--- src/rtl/mac_rx_read_ctrl.sv ---
// MAC RX sequencer: requests frames only when a max-size frame fits, writes words
// into a circular buffer, posts a descriptor per good frame, rolls back bad ones.
module mac_rx_read_ctrl #(
  parameter int AW        = 12,
  parameter int MAX_WORDS = 512,
  parameter int LEN_W     = 16
) (
  input  logic              mac_clk_i,
  input  logic              mac_rst_i,
  input  logic [31:0]       mac_rxd_i,
  input  logic [1:0]        mac_ben_i,
  input  logic              mac_rxda_i,
  input  logic              mac_rxsop_i,
  input  logic              mac_rxeop_i,
  input  logic              mac_rxdv_i,
  output logic              mac_rxrqrd_o,
  output logic              buf_we_o,
  output logic [AW-1:0]     buf_waddr_o,
  output logic [31:0]       buf_wdata_o,
  input  logic [AW:0]       rd_ptr_i,
  output logic              desc_valid_o,
  input  logic              desc_ready_i,
  output logic [AW-1:0]     desc_addr_o,
  output logic [LEN_W-1:0]  desc_len_o,
  output logic [AW:0]       wr_ptr_o,
  output logic [15:0]       drop_cnt_o
);

  typedef enum logic [2:0] {IDLE, REQ, DATA, DROP, DESC} state_t;

  localparam logic [AW:0] DEPTH = (AW+1)'(1) << AW;
  localparam logic [AW:0] MAX_W = (AW+1)'(MAX_WORDS);

  state_t            state_reg, state_next;
  logic [AW:0]       c_reg, c_next;
  logic [AW:0]       w_reg, w_next;
  logic [AW:0]       n_reg, n_next;
  logic [15:0]       drop_reg, drop_next;
  logic              rqrd_reg, rqrd_next;
  logic              we_reg, we_next;
  logic [AW-1:0]     waddr_reg, waddr_next;
  logic [31:0]       wdata_reg, wdata_next;
  logic              desc_valid_reg, desc_valid_next;
  logic [LEN_W-1:0]  desc_len_reg, desc_len_next;

  logic [AW:0]       used;
  logic [AW:0]       free;
  logic              has_space;
  logic [2:0]        eop_bytes;
  logic              drop_inc;

  // Occupancy is measured against the committed pointer, so an in-flight frame
  // never counts as consumable space.
  assign used      = c_reg - rd_ptr_i;
  assign free      = DEPTH - used;
  assign has_space = (free >= MAX_W);
  assign eop_bytes = (mac_ben_i == 2'b00) ? 3'd4 : {1'b0, mac_ben_i};

  always_comb begin
    state_next      = state_reg;
    c_next          = c_reg;
    w_next          = w_reg;
    n_next          = n_reg;
    we_next         = 1'b0;
    waddr_next      = waddr_reg;
    wdata_next      = wdata_reg;
    desc_valid_next = 1'b0;
    desc_len_next   = desc_len_reg;
    drop_inc        = 1'b0;

    case (state_reg)
      IDLE: begin
        if (mac_rxda_i && has_space) begin
          state_next = REQ;
          w_next     = c_reg;
        end
      end
      REQ: begin
        if (mac_rxdv_i && mac_rxsop_i) begin
          we_next    = 1'b1;
          waddr_next = w_reg[AW-1:0];
          wdata_next = mac_rxd_i;
          w_next     = w_reg + 1'b1;
          n_next     = (AW+1)'(1);
          if (mac_rxeop_i) begin
            state_next    = DESC;
            desc_len_next = LEN_W'(eop_bytes);
          end else begin
            state_next = DATA;
          end
        end
      end
      DATA: begin
        if (mac_rxdv_i) begin
          if (mac_rxsop_i) begin
            // Missing EOP: forget the partial frame and restart at the commit point.
            drop_inc   = 1'b1;
            we_next    = 1'b1;
            waddr_next = c_reg[AW-1:0];
            wdata_next = mac_rxd_i;
            w_next     = c_reg + 1'b1;
            n_next     = (AW+1)'(1);
            if (mac_rxeop_i) begin
              state_next    = DESC;
              desc_len_next = LEN_W'(eop_bytes);
            end
          end else if (n_reg >= MAX_W) begin
            drop_inc   = 1'b1;
            w_next     = c_reg;
            state_next = mac_rxeop_i ? IDLE : DROP;
          end else begin
            we_next    = 1'b1;
            waddr_next = w_reg[AW-1:0];
            wdata_next = mac_rxd_i;
            w_next     = w_reg + 1'b1;
            n_next     = n_reg + 1'b1;
            if (mac_rxeop_i) begin
              state_next    = DESC;
              desc_len_next = (LEN_W'(n_reg) << 2) + LEN_W'(eop_bytes);
            end
          end
        end
      end
      DROP: begin
        if (mac_rxdv_i && mac_rxeop_i) begin
          state_next = IDLE;
        end
      end
      DESC: begin
        desc_valid_next = 1'b1;
        if (desc_valid_reg && desc_ready_i) begin
          c_next          = w_reg;
          state_next      = IDLE;
          desc_valid_next = 1'b0;
        end
      end
      default: state_next = IDLE;
    endcase

    drop_next = (drop_inc && drop_reg != 16'hFFFF) ? drop_reg + 16'd1 : drop_reg;
    rqrd_next = (state_next == REQ) || (state_next == DATA) || (state_next == DROP);
  end

  always_ff @(posedge mac_clk_i or posedge mac_rst_i) begin
    if (mac_rst_i) begin
      state_reg      <= IDLE;
      c_reg          <= '0;
      w_reg          <= '0;
      n_reg          <= '0;
      drop_reg       <= '0;
      rqrd_reg       <= 1'b0;
      we_reg         <= 1'b0;
      waddr_reg      <= '0;
      wdata_reg      <= '0;
      desc_valid_reg <= 1'b0;
      desc_len_reg   <= '0;
    end else begin
      state_reg      <= state_next;
      c_reg          <= c_next;
      w_reg          <= w_next;
      n_reg          <= n_next;
      drop_reg       <= drop_next;
      rqrd_reg       <= rqrd_next;
      we_reg         <= we_next;
      waddr_reg      <= waddr_next;
      wdata_reg      <= wdata_next;
      desc_valid_reg <= desc_valid_next;
      desc_len_reg   <= desc_len_next;
    end
  end

  assign mac_rxrqrd_o = rqrd_reg;
  assign buf_we_o     = we_reg;
  assign buf_waddr_o  = waddr_reg;
  assign buf_wdata_o  = wdata_reg;
  assign desc_valid_o = desc_valid_reg;
  assign desc_addr_o  = c_reg[AW-1:0];
  assign desc_len_o   = desc_len_reg;
  assign wr_ptr_o     = c_reg;
  assign drop_cnt_o   = drop_reg;

endmodule

--- config.mk ---
export PLATFORM = sky130hd
export DESIGN_NAME = mac_rx_read_ctrl
export DESIGN_NICKNAME = d
export VERILOG_FILES = /design/src/rtl/mac_rx_read_ctrl.sv
export SDC_FILE = /design/constraint.sdc
export NUM_CORES = 1
export LEC_CHECK = 0
export ABC_AREA = 1
export CAP_MARGIN = 20
export CELL_PAD_IN_SITES_DETAIL_PLACEMENT = 0
export CELL_PAD_IN_SITES_GLOBAL_PLACEMENT = 1
export CORE_ASPECT_RATIO = 0.6
export CORE_MARGIN = 2
export CORE_UTILIZATION = 30
export DETAILED_ROUTE_END_ITERATION = 10
export GPL_ROUTABILITY_DRIVEN = 1
export PLACE_DENSITY_LB_ADDON = 0.15
export SETUP_SLACK_MARGIN = 0.1
export SLEW_MARGIN = 20
export SYNTH_ARGS = -nofsm -noshare
export SYNTH_HDL_FRONTEND = slang
export SYNTH_SLANG_ARGS = --single-unit
--- constraint.sdc ---
create_clock -name mac_clk_i -period 4.6 [get_ports mac_clk_i]
set_input_delay 1.15 -clock mac_clk_i [delete_from_list [all_inputs] [get_ports mac_clk_i]]
set_output_delay 1.15 -clock mac_clk_i [all_outputs]
set_load 0.05 [all_outputs]
# Word level (Yosys, flattened, before mapping)

Cells that the tools add are included.

Register bits: 121
Input port bits: 54
Output and inout port bits: 104
Logic and storage cells: 99

Add/subtract/negate cells: 7
Order comparisons: 2
Equal/unequal tests: 13
Multiplexer cells: 51
Reductions and logical operators: 15

Operators with widths:

| kind                                                                     | number |
|---|---|
| 32-bit 2-to-1 mux                                                        | 4 |
| 13-bit 2-to-1 mux                                                        | 9 |
| 16-bit 2-to-1 mux                                                        | 6 |
| 32-bit one-hot mux with 2 select lines                                   | 1 |
| 12-bit 2-to-1 mux                                                        | 4 |
| 13-bit by 1-bit adder with 13-bit output (second input constant)         | 3 |
| 13-bit one-hot mux with 3 select lines                                   | 1 |
| 16-bit one-hot mux with 2 select lines                                   | 1 |
| 3-bit 2-to-1 mux                                                         | 10 |
| 13-bit by 10-bit >= comparator with 1-bit output (second input constant) | 2 |
| 13-bit one-hot mux with 2 select lines                                   | 1 |
| 12-bit one-hot mux with 2 select lines                                   | 1 |
| 15-bit by 3-bit adder with 16-bit output                                 | 1 |
| 16-bit by 1-bit adder with 16-bit output (second input constant)         | 1 |
| 16-bit != test (second input constant)                                   | 1 |
| 3-bit one-hot mux with 5 select lines                                    | 1 |
| 13-bit subtractor                                                        | 1 |
| 13-bit subtractor (first input constant)                                 | 1 |
| 3-bit by 2-bit == test with 1-bit output (second input constant)         | 4 |
| 1-bit 2-to-1 mux                                                         | 10 |
| 4-bit AND reduction                                                      | 2 |
| 3-bit by 1-bit == test with 1-bit output (second input constant)         | 2 |
| 2-bit != test (second input constant)                                    | 3 |
| 3-bit != test (second input constant)                                    | 2 |
| other kinds (11)                                                         | 16 |

# Logic depth before layout (Yosys ltp)

Gate-level depths: netlist of the first run.

Word-level depth: 9
Mapped depth: 20
Mapped depth without buffers: 19

# Worst setup path before layout of the first run

Ideal clock, no wire load.

Path kind: input port to flip-flop
From: input rd_ptr_i[1]
To: register w_reg[3]
Library setup time: 0.117 ns
Arrival: 2.923 ns
Data required time: 4.483 ns
Path slack: 1.560 ns
Cell stages on the path: 17
Path buffers: 1
Path through: ha_1 ha_1 inv_1 fa_1 nor2_1 o21ai_1 nand2_1 nand2_1 nand2_1 nand2_1 nor2_2 nand2_2 nand2_2 nand2_4 buf_4 nand3_1 nand2_1

Cells in the longest elaborated chain, start to end: 6

Ends and longest elaborated chain:

| element                                          | line | RTL |
|---|---|---|
| start: declaration                               | 20   | `input logic [AW:0] rd_ptr_i,` |
| 13-bit subtractor                                | 54   | `assign used = c_reg - rd_ptr_i;` |
| 13-bit subtractor                                | 55   | `assign free = DEPTH - used;` |
| 13-bit by 10-bit >= comparator with 1-bit output | 56   | `assign has_space = (free >= MAX_W);` |
| 1-bit logical AND                                | 73   | `if (mac_rxda_i && has_space) begin` |
| 2-bit != test (no line)                          | -    |  |
| 4-bit AND reduction (no line)                    | -    |  |
| end signal: assignment                           | 160  | `w_reg <= w_next;` |
| end: declaration                                 | 36   | `logic [AW:0] w_reg, w_next;` |

Every way passes these cells.
A chain may end at the register's enable or synchronous reset.

# Final worst setup path of the first run

From: input rd_ptr_i[0]
To: register w_reg[10]

The elaborated chain is that of the path after synthesis.

==> results of run 1 <==
## worst max-delay path, delay by kind of cell
family,cells,cell delay (ns)
AOI/OAI and AO/OA,1,0.09
buffers and inverters,4,0.64
and+or+nand+nor,12,1.13
adders and majority gates,3,0.85
## per-stage QoR
stage,hold slack (ns),cells,total power [mW],setup WS (ns),utilization (%)
6_report,0.478,1377,5.84,1.10,40.8
5_1_grt,0.504,1377,6.22,0.902,40.8
4_1_cts,0.482,1377,5.89,1.15,40.8
3_5_place_dp,0.466,1346,4.54,0.725,38.3
3_3_place_gp,0.462,1346,4.55,0.746,38.3
2_1_floorplan,0.460,905,3.58,0.236,-
## report_power, final
part / internal, mW / switching, mW
logic: 0.874 / 1.95
registers: 1.39 / 0.299
clock network: 0.831 / 0.483
## final cells by class
| type | count | area [µm²] | share of cell area, % |
|---|---|---|---|
| clock inverters | 9 | 97.6 | 1.04 |
| multi-input cells | 641 | 3360 | 35.8 |
| clock buffers | 22 | 474 | 5.05 |
| repair buffers | 165 | 1640 | 17.5 |
| well taps | 315 | 394 | 4.20 |
| flip-flops and latches | 121 | 3030 | 32.2 |
| inverters | 104 | 393 | 4.18 |
## cells by family (layout without fill, tap and decap cells)
logic type / count (synthesis) / in the layout
and+or+nand+nor: 467 / 467
AOI/OAI and AO/OA: 108 / 108
adders and majority gates: 31 / 31
muxes: 1 / 1
xor gates and xnor gates: 34 / 34
DFF: 121 / 121
buffers and inverters: 143 / 300
## per-layer routing
metal	routed length, µm	share of wire [%]	GRT usage [%]
met5	11	0.050	0
met4	109	0.49	4.78
met3	1980	9.0	6.40
met2	8140	37	22.5
met1	11800	53	29.1
## placed cells by master (no fill, tap or decap), drive strengths merged, types with 2 or more instances in the layout
master | synthesis | final
or2 | 2 | 2
xnor2 | 9 | 9
nand2 | 319 | 319
o21ai | 62 | 62
nor2 | 58 | 58
o221ai | 4 | 4
ha | 30 | 30
nor4 | 2 | 2
bufinv | 0 | 2
nor3b | 3 | 3
nor3 | 12 | 12
nand3b | 5 | 5
xor2 | 25 | 25
o211ai | 7 | 7
dfrtp | 121 | 121
nand3 | 55 | 55
o22ai | 6 | 6
clkdlybuf4s50 | 0 | 157
inv | 104 | 104
clkinv | 0 | 6
a21oi | 21 | 21
nand4 | 11 | 11
a31oi | 2 | 2
clkbuf | 6 | 22
buf | 33 | 8
## worst max-delay path by stage
stage	start	end	slack (ns)	depth (start not counted)
2_1_floorplan	mac_rst_i	buf_waddr_o[0]	0.24	1
3_3_place_gp	rd_ptr_i[0]	w_reg[11]	0.75	20
3_5_place_dp	rd_ptr_i[0]	w_reg[10]	0.73	20
4_1_cts	rd_ptr_i[0]	w_reg[10]	1.15	20
5_1_grt	rd_ptr_i[0]	w_reg[10]	0.90	20
6_report	rd_ptr_i[0]	w_reg[10]	1.10	20
==> metrics.csv, run 1 <==
stage,metric,value,unit
timing,unrepaired setup endpoints after global routing,false,
layout,design area,9390,µm²
synth,yosys warns,0,
place,placed cell area,8820,µm²
synth,syn_area_per_cell,7.75,µm²
synth,sequential fraction of the synthesis area,43.2,%
layout,proportion of layout cells with a drive suffix above 1,8.00,%
synth,asr flop ratio synth,100,%
clock_network,post-cts resize count,0,
hold_path,hold path endpoint,buf_wdata_o[23],
layout,post-layout net count,1135,
synth,post-synthesis mux area share,0.143,%
global_route,GRT overflow,0,
clock_network,clk_lat worst skew,0.41,ns
global_route,first-pass GRT wire length,34800,µm
synth,XOR/XNOR share of the synthesized area,4.25,%
drt,DR vias/cell,4.58,
hold_path,Worst Hold Depth,2,
timing,final slew viol count,0,
clock_network,TritonCTS clock tree,built,
synth,largest family of logic cells by synthesized area,simple AND/OR/NAND/NOR gates,
timing,Clock Skew,0.0114,ns
clock_network,hold buffers post-CTS,0,
synth,Synth Area in Adders,5.64,%
setup_path,Worst R2R End,w_reg[10],
clock_network,cts bufs inserted,17,
power_and_ir_drop,VDD IR max,0.000339,V
synth,"count leader, synth",nand2_1,
clock_network,clock buffer depth,2,
setup_path,critical path data required time,4.95,ns
global_route,Total GRT Usage,18.3,%
synth,Commonest cells post-synth,"nand2_1 (298), dfrtp_1 (121), inv_1 (99)",
floorplan,die area,24700,µm²
floorplan,Core Box Area,23000,µm²
drt,Routed Antenna Nets,0,
drt,drt first pass iters,5,
layout,Area Overhead vs Synth,33.9,%
place,gp weighted congestion,0.830,
floorplan,DIE WIDTH,201,µm
run_status,status,completed,
floorplan,Starting Density,30.5,%
setup_path,critical path class,input pin to register,
setup_path,Worst R2R Setup Slack,1.60,ns
setup_path,CP Capture Type,register,
synth,syn_nets,990,
global_route,initial antenna violation count,1,
drt,final WL,22000,µm
setup_path,CP most frequent cell,nand2_1,
hold_path,hold path startpoint,buf_wdata_o[23],
clock_network,Clock Sinks,121,
hold_path,Hold Crit Class,register to register,
setup_path,cell chain of the critical path,clkdlybuf4s50_1 > inv_1 > ha_1 > inv_1 > ha_1 > inv_1 > fa_1 > nor2_1 > o21ai_1 > nand2_1 > nand2_1 > nand2_1 > nand2_1 > nor2_2 > nand2_2 > nand2_2 > nand2_4 > nand2_4 > nand2_1 > nand2_1,
drt,drt drc,0,
timing,fin crit period,3.50,ns
floorplan,boundary pin count,158,
timing,Max Clk Rate,286,MHz
place,dpl hpwl,16300,µm
power_and_ir_drop,Pleak,4.37,nW
synth,share of Yosys cell area claimed by the top area cell type,43.2,%
drt,DR WL/cell,16.0,µm
global_route,vias in the first global route,5936,
synth,post-synth top area cell,dfrtp_1,
place,Port Buffers,157,
setup_path,number of cells on the worst reg-to-reg path,18,
global_route,largest net degree at the start of global routing,122,
run,Max Cap Viol,0,
synth,simple-gate share of the synthesized area,29.0,%
power_and_ir_drop,pwr/cell area,621,nW/µm²
setup_path,critical path's slowest cell,clkdlybuf4s50_1,
clock_network,Root Buffer,clkbuf_16,
drt,routed vias,6313,
timing,Worst Tran Pin Value,1.04,ns
floorplan,Die H,122,µm
clock_network,"Reg clk slew, reported paths",0.05,ns
setup_path,CP max FO,14,
setup_path,reg2reg start,wr_ptr_o[1],
setup_path,"slowest stage delay, CP",0.45,ns
timing,crit share post-route,76.1,%
synth,Synth Flop Type,dfrtp_1,
layout,ANT cells,0,
timing,Setup Viol. Count Final,0,
clock_network,buffer count from post-CTS setup fixing,0,
timing,setup_tns,0,ns
timing,final hold violations,0,
drt,Initial DRC Count,453,
synth,"EDFF count, synth",0,
layout,# fillers,2428,
synth,Mapped Cells,905,
setup_path,Startpoint Class,input pin,
synth,mapped cell area,7010,µm²
setup_path,WP data arrival,3.85,ns
layout,Largest register FFs,32,
synth,Synth cell types,43,
synth,Compound-Gate Fraction of Synth Area,8.72,%
synth,Yosys reg bits,121,
floorplan,num rows,43,
timing,Worst slew margin,30.7,%
clock_network,H-tree depth,4,
synth,dominant cells by area after synthesis,"dfrtp_1 (43%), nand2_1 (16%), ha_1 (5.4%), inv_1 (5.3%), o21ai_0 (4.1%)",
Power figures use the tool's default switching activity.
==> run 2: changes to the inputs <==
==> constraint.sdc (replaced) <==
create_clock -name mac_clk_i -period 3.38 [get_ports mac_clk_i]
set_input_delay 0.845 -clock mac_clk_i [delete_from_list [all_inputs] [get_ports mac_clk_i]]
set_output_delay 0.845 -clock mac_clk_i [all_outputs]
set_load 0.05 [all_outputs]
==> metrics.csv, run 2 (synthesized netlist as in run 1, its figures left out) <==
stage,metric,value,unit
layout,area of the multi-input gates,3360,µm²
clock_network,clk_lat worst skew,0.41,ns
timing,Worst Tran Pin Value,0.695,ns
timing,Max Clk Rate,333,MHz
drt,Routed Antenna Nets,0,
power_and_ir_drop,Pleak,4.46,nW
place,pre-CTS setup slack,-0.00823,ns
setup_path,CP max FO,13,
hold_path,Hold Crit Class,register to register,
place,Port Buffers,157,
clock_network,post-cts resize count,0,
clock_network,cts bufs inserted,17,
timing,setup_tns,0,ns
drt,final WL,22100,µm
floorplan,DIE WIDTH,201,µm
layout,"commonest non-fill, non-tap cell in the layout",nand2_1,
global_route,vias in the first global route,5942,
clock_network,buffer count from post-CTS setup fixing,0,
global_route,Total GRT Usage,18.3,%
timing,unrepaired setup endpoints after global routing,false,
timing,fin crit period,3.01,ns
clock_network,hold buffers post-CTS,0,
floorplan,boundary pin count,158,
floorplan,num rows,43,
setup_path,Startpoint Class,input pin,
drt,Initial DRC Count,454,
drt,DR WL/cell,15.8,µm
layout,ANT cells,0,
global_route,GRT overflow,0,
setup_path,CP Capture Type,register,
place,dpl hpwl,16700,µm
drt,DR vias/cell,4.56,
floorplan,Die H,122,µm
floorplan,Core Box Area,23000,µm²
timing,final hold violations,0,
power_and_ir_drop,VDD IR max,0.000477,V
layout,Largest register FFs,32,
floorplan,Starting Density,30.5,%
clock_network,"Reg clk slew, reported paths",0.06,ns
layout,post-layout net count,1153,
clock_network,Root Buffer,clkbuf_16,
timing,final slew viol count,0,
clock_network,H-tree depth,4,
clock_network,TritonCTS clock tree,built,
timing,crit share post-route,88.9,%
power_and_ir_drop,pwr/cell area,844,nW/µm²
layout,Area Overhead vs Synth,36.2,%
run_status,status,completed,
drt,drt first pass iters,5,
setup_path,WP data arrival,3.36,ns
layout,register area,3030,µm²
timing,min setup slack post-route,0.374,ns
layout,Layout Cells excl Fill,1396,
layout,proportion of layout cells with a drive suffix above 1,9.25,%
global_route,initial antenna violation count,0,
drt,drt drc,0,
global_route,first-pass GRT wire length,34800,µm
run,Max Cap Viol,0,
global_route,largest net degree at the start of global routing,39,
timing,Setup Viol. Count Final,0,
layout,most frequent cells in the layout,"nand2_1 (298), clkdlybuf4s50_1 (157), dfrtp_1 (121)",
place,Cells after DPL,1364,
layout,# fillers,2416,
floorplan,die area,24700,µm²
setup_path,critical path class,input pin to register,
setup_path,critical path data required time,3.73,ns
timing,Clock Skew,0.0109,ns
place,gp weighted congestion,0.822,
drt,routed vias,6368,
clock_network,Clock Sinks,121,
clock_network,clock buffer depth,2,
timing,Worst slew margin,53.6,%
-- run 2: layer usage --
metal  up-vias  wire [µm]  track usage [%]
met2       184       7870             22.4
met5         -          0                0
met4         0        121             3.95
met3        13       1500             4.43
li1       3222          -                -
met1      2949      12600             30.6
-- run 2: final cells by class --
type / instances / area share [%]
clock buffers: 23 / 4.69
clock inverters: 9 / 1.30
inverters: 104 / 4.13
multi-input cells: 641 / 35.2
flip-flops and latches: 121 / 31.7
well taps: 315 / 4.13
repair buffers: 183 / 18.9
-- run 2: critical path, cell delays in order --
cell and delay [ns]:
clkdlybuf4s50_1 0.45, inv_1 0.04, ha_1 0.18, inv_1 0.05
ha_1 0.16, inv_1 0.06, fa_1 0.45, nor2_1 0.13
o21ai_1 0.10, nand2_1 0.07, nand2_1 0.05, nand2_1 0.05
nand2_1 0.06, nor2_2 0.09, nand2_2 0.07, nand2_2 0.08
nand2_4 0.07, nand2_4 0.21, nand2_1 0.08, nand2_1 0.06
-- run 2: report_power, final --
group / total [mW] / internal, mW / switching [mW]
registers: 2.30 / 1.90 / 0.402
logic: 3.94 / 1.25 / 2.68
clock network: 1.83 / 1.15 / 0.671
-- run 2: final timing paths --
path / end / depth (start not counted) / from / slack [ns]
min in group asynchronous: desc_len_o[14] / 2 / mac_rst_i / 0.89
max in group asynchronous: buf_waddr_o[10] / 3 / mac_rst_i / 1.63
max: w_reg[10] / 20 / rd_ptr_i[0] / 0.37
min reg2reg: desc_len_o[1] / 2 / desc_len_o[1] / 0.48
max reg2reg: w_reg[10] / 18 / wr_ptr_o[1] / 0.58
min: desc_len_o[1] / 2 / desc_len_o[1] / 0.48
-- run 2: stage by stage --
stage               total power [mW]  instance area (µm²)  utilization, %  hold slack [ns]
floorplan                       4.88                 7020               -            0.460
global placement                6.27                 8980            39.0            0.463
detailed placement              6.25                 8980            39.0            0.464
CTS                             8.12                 9550            41.5            0.481
global route                    8.56                 9550            41.5            0.498
finish                          8.06                 9550            41.5            0.478
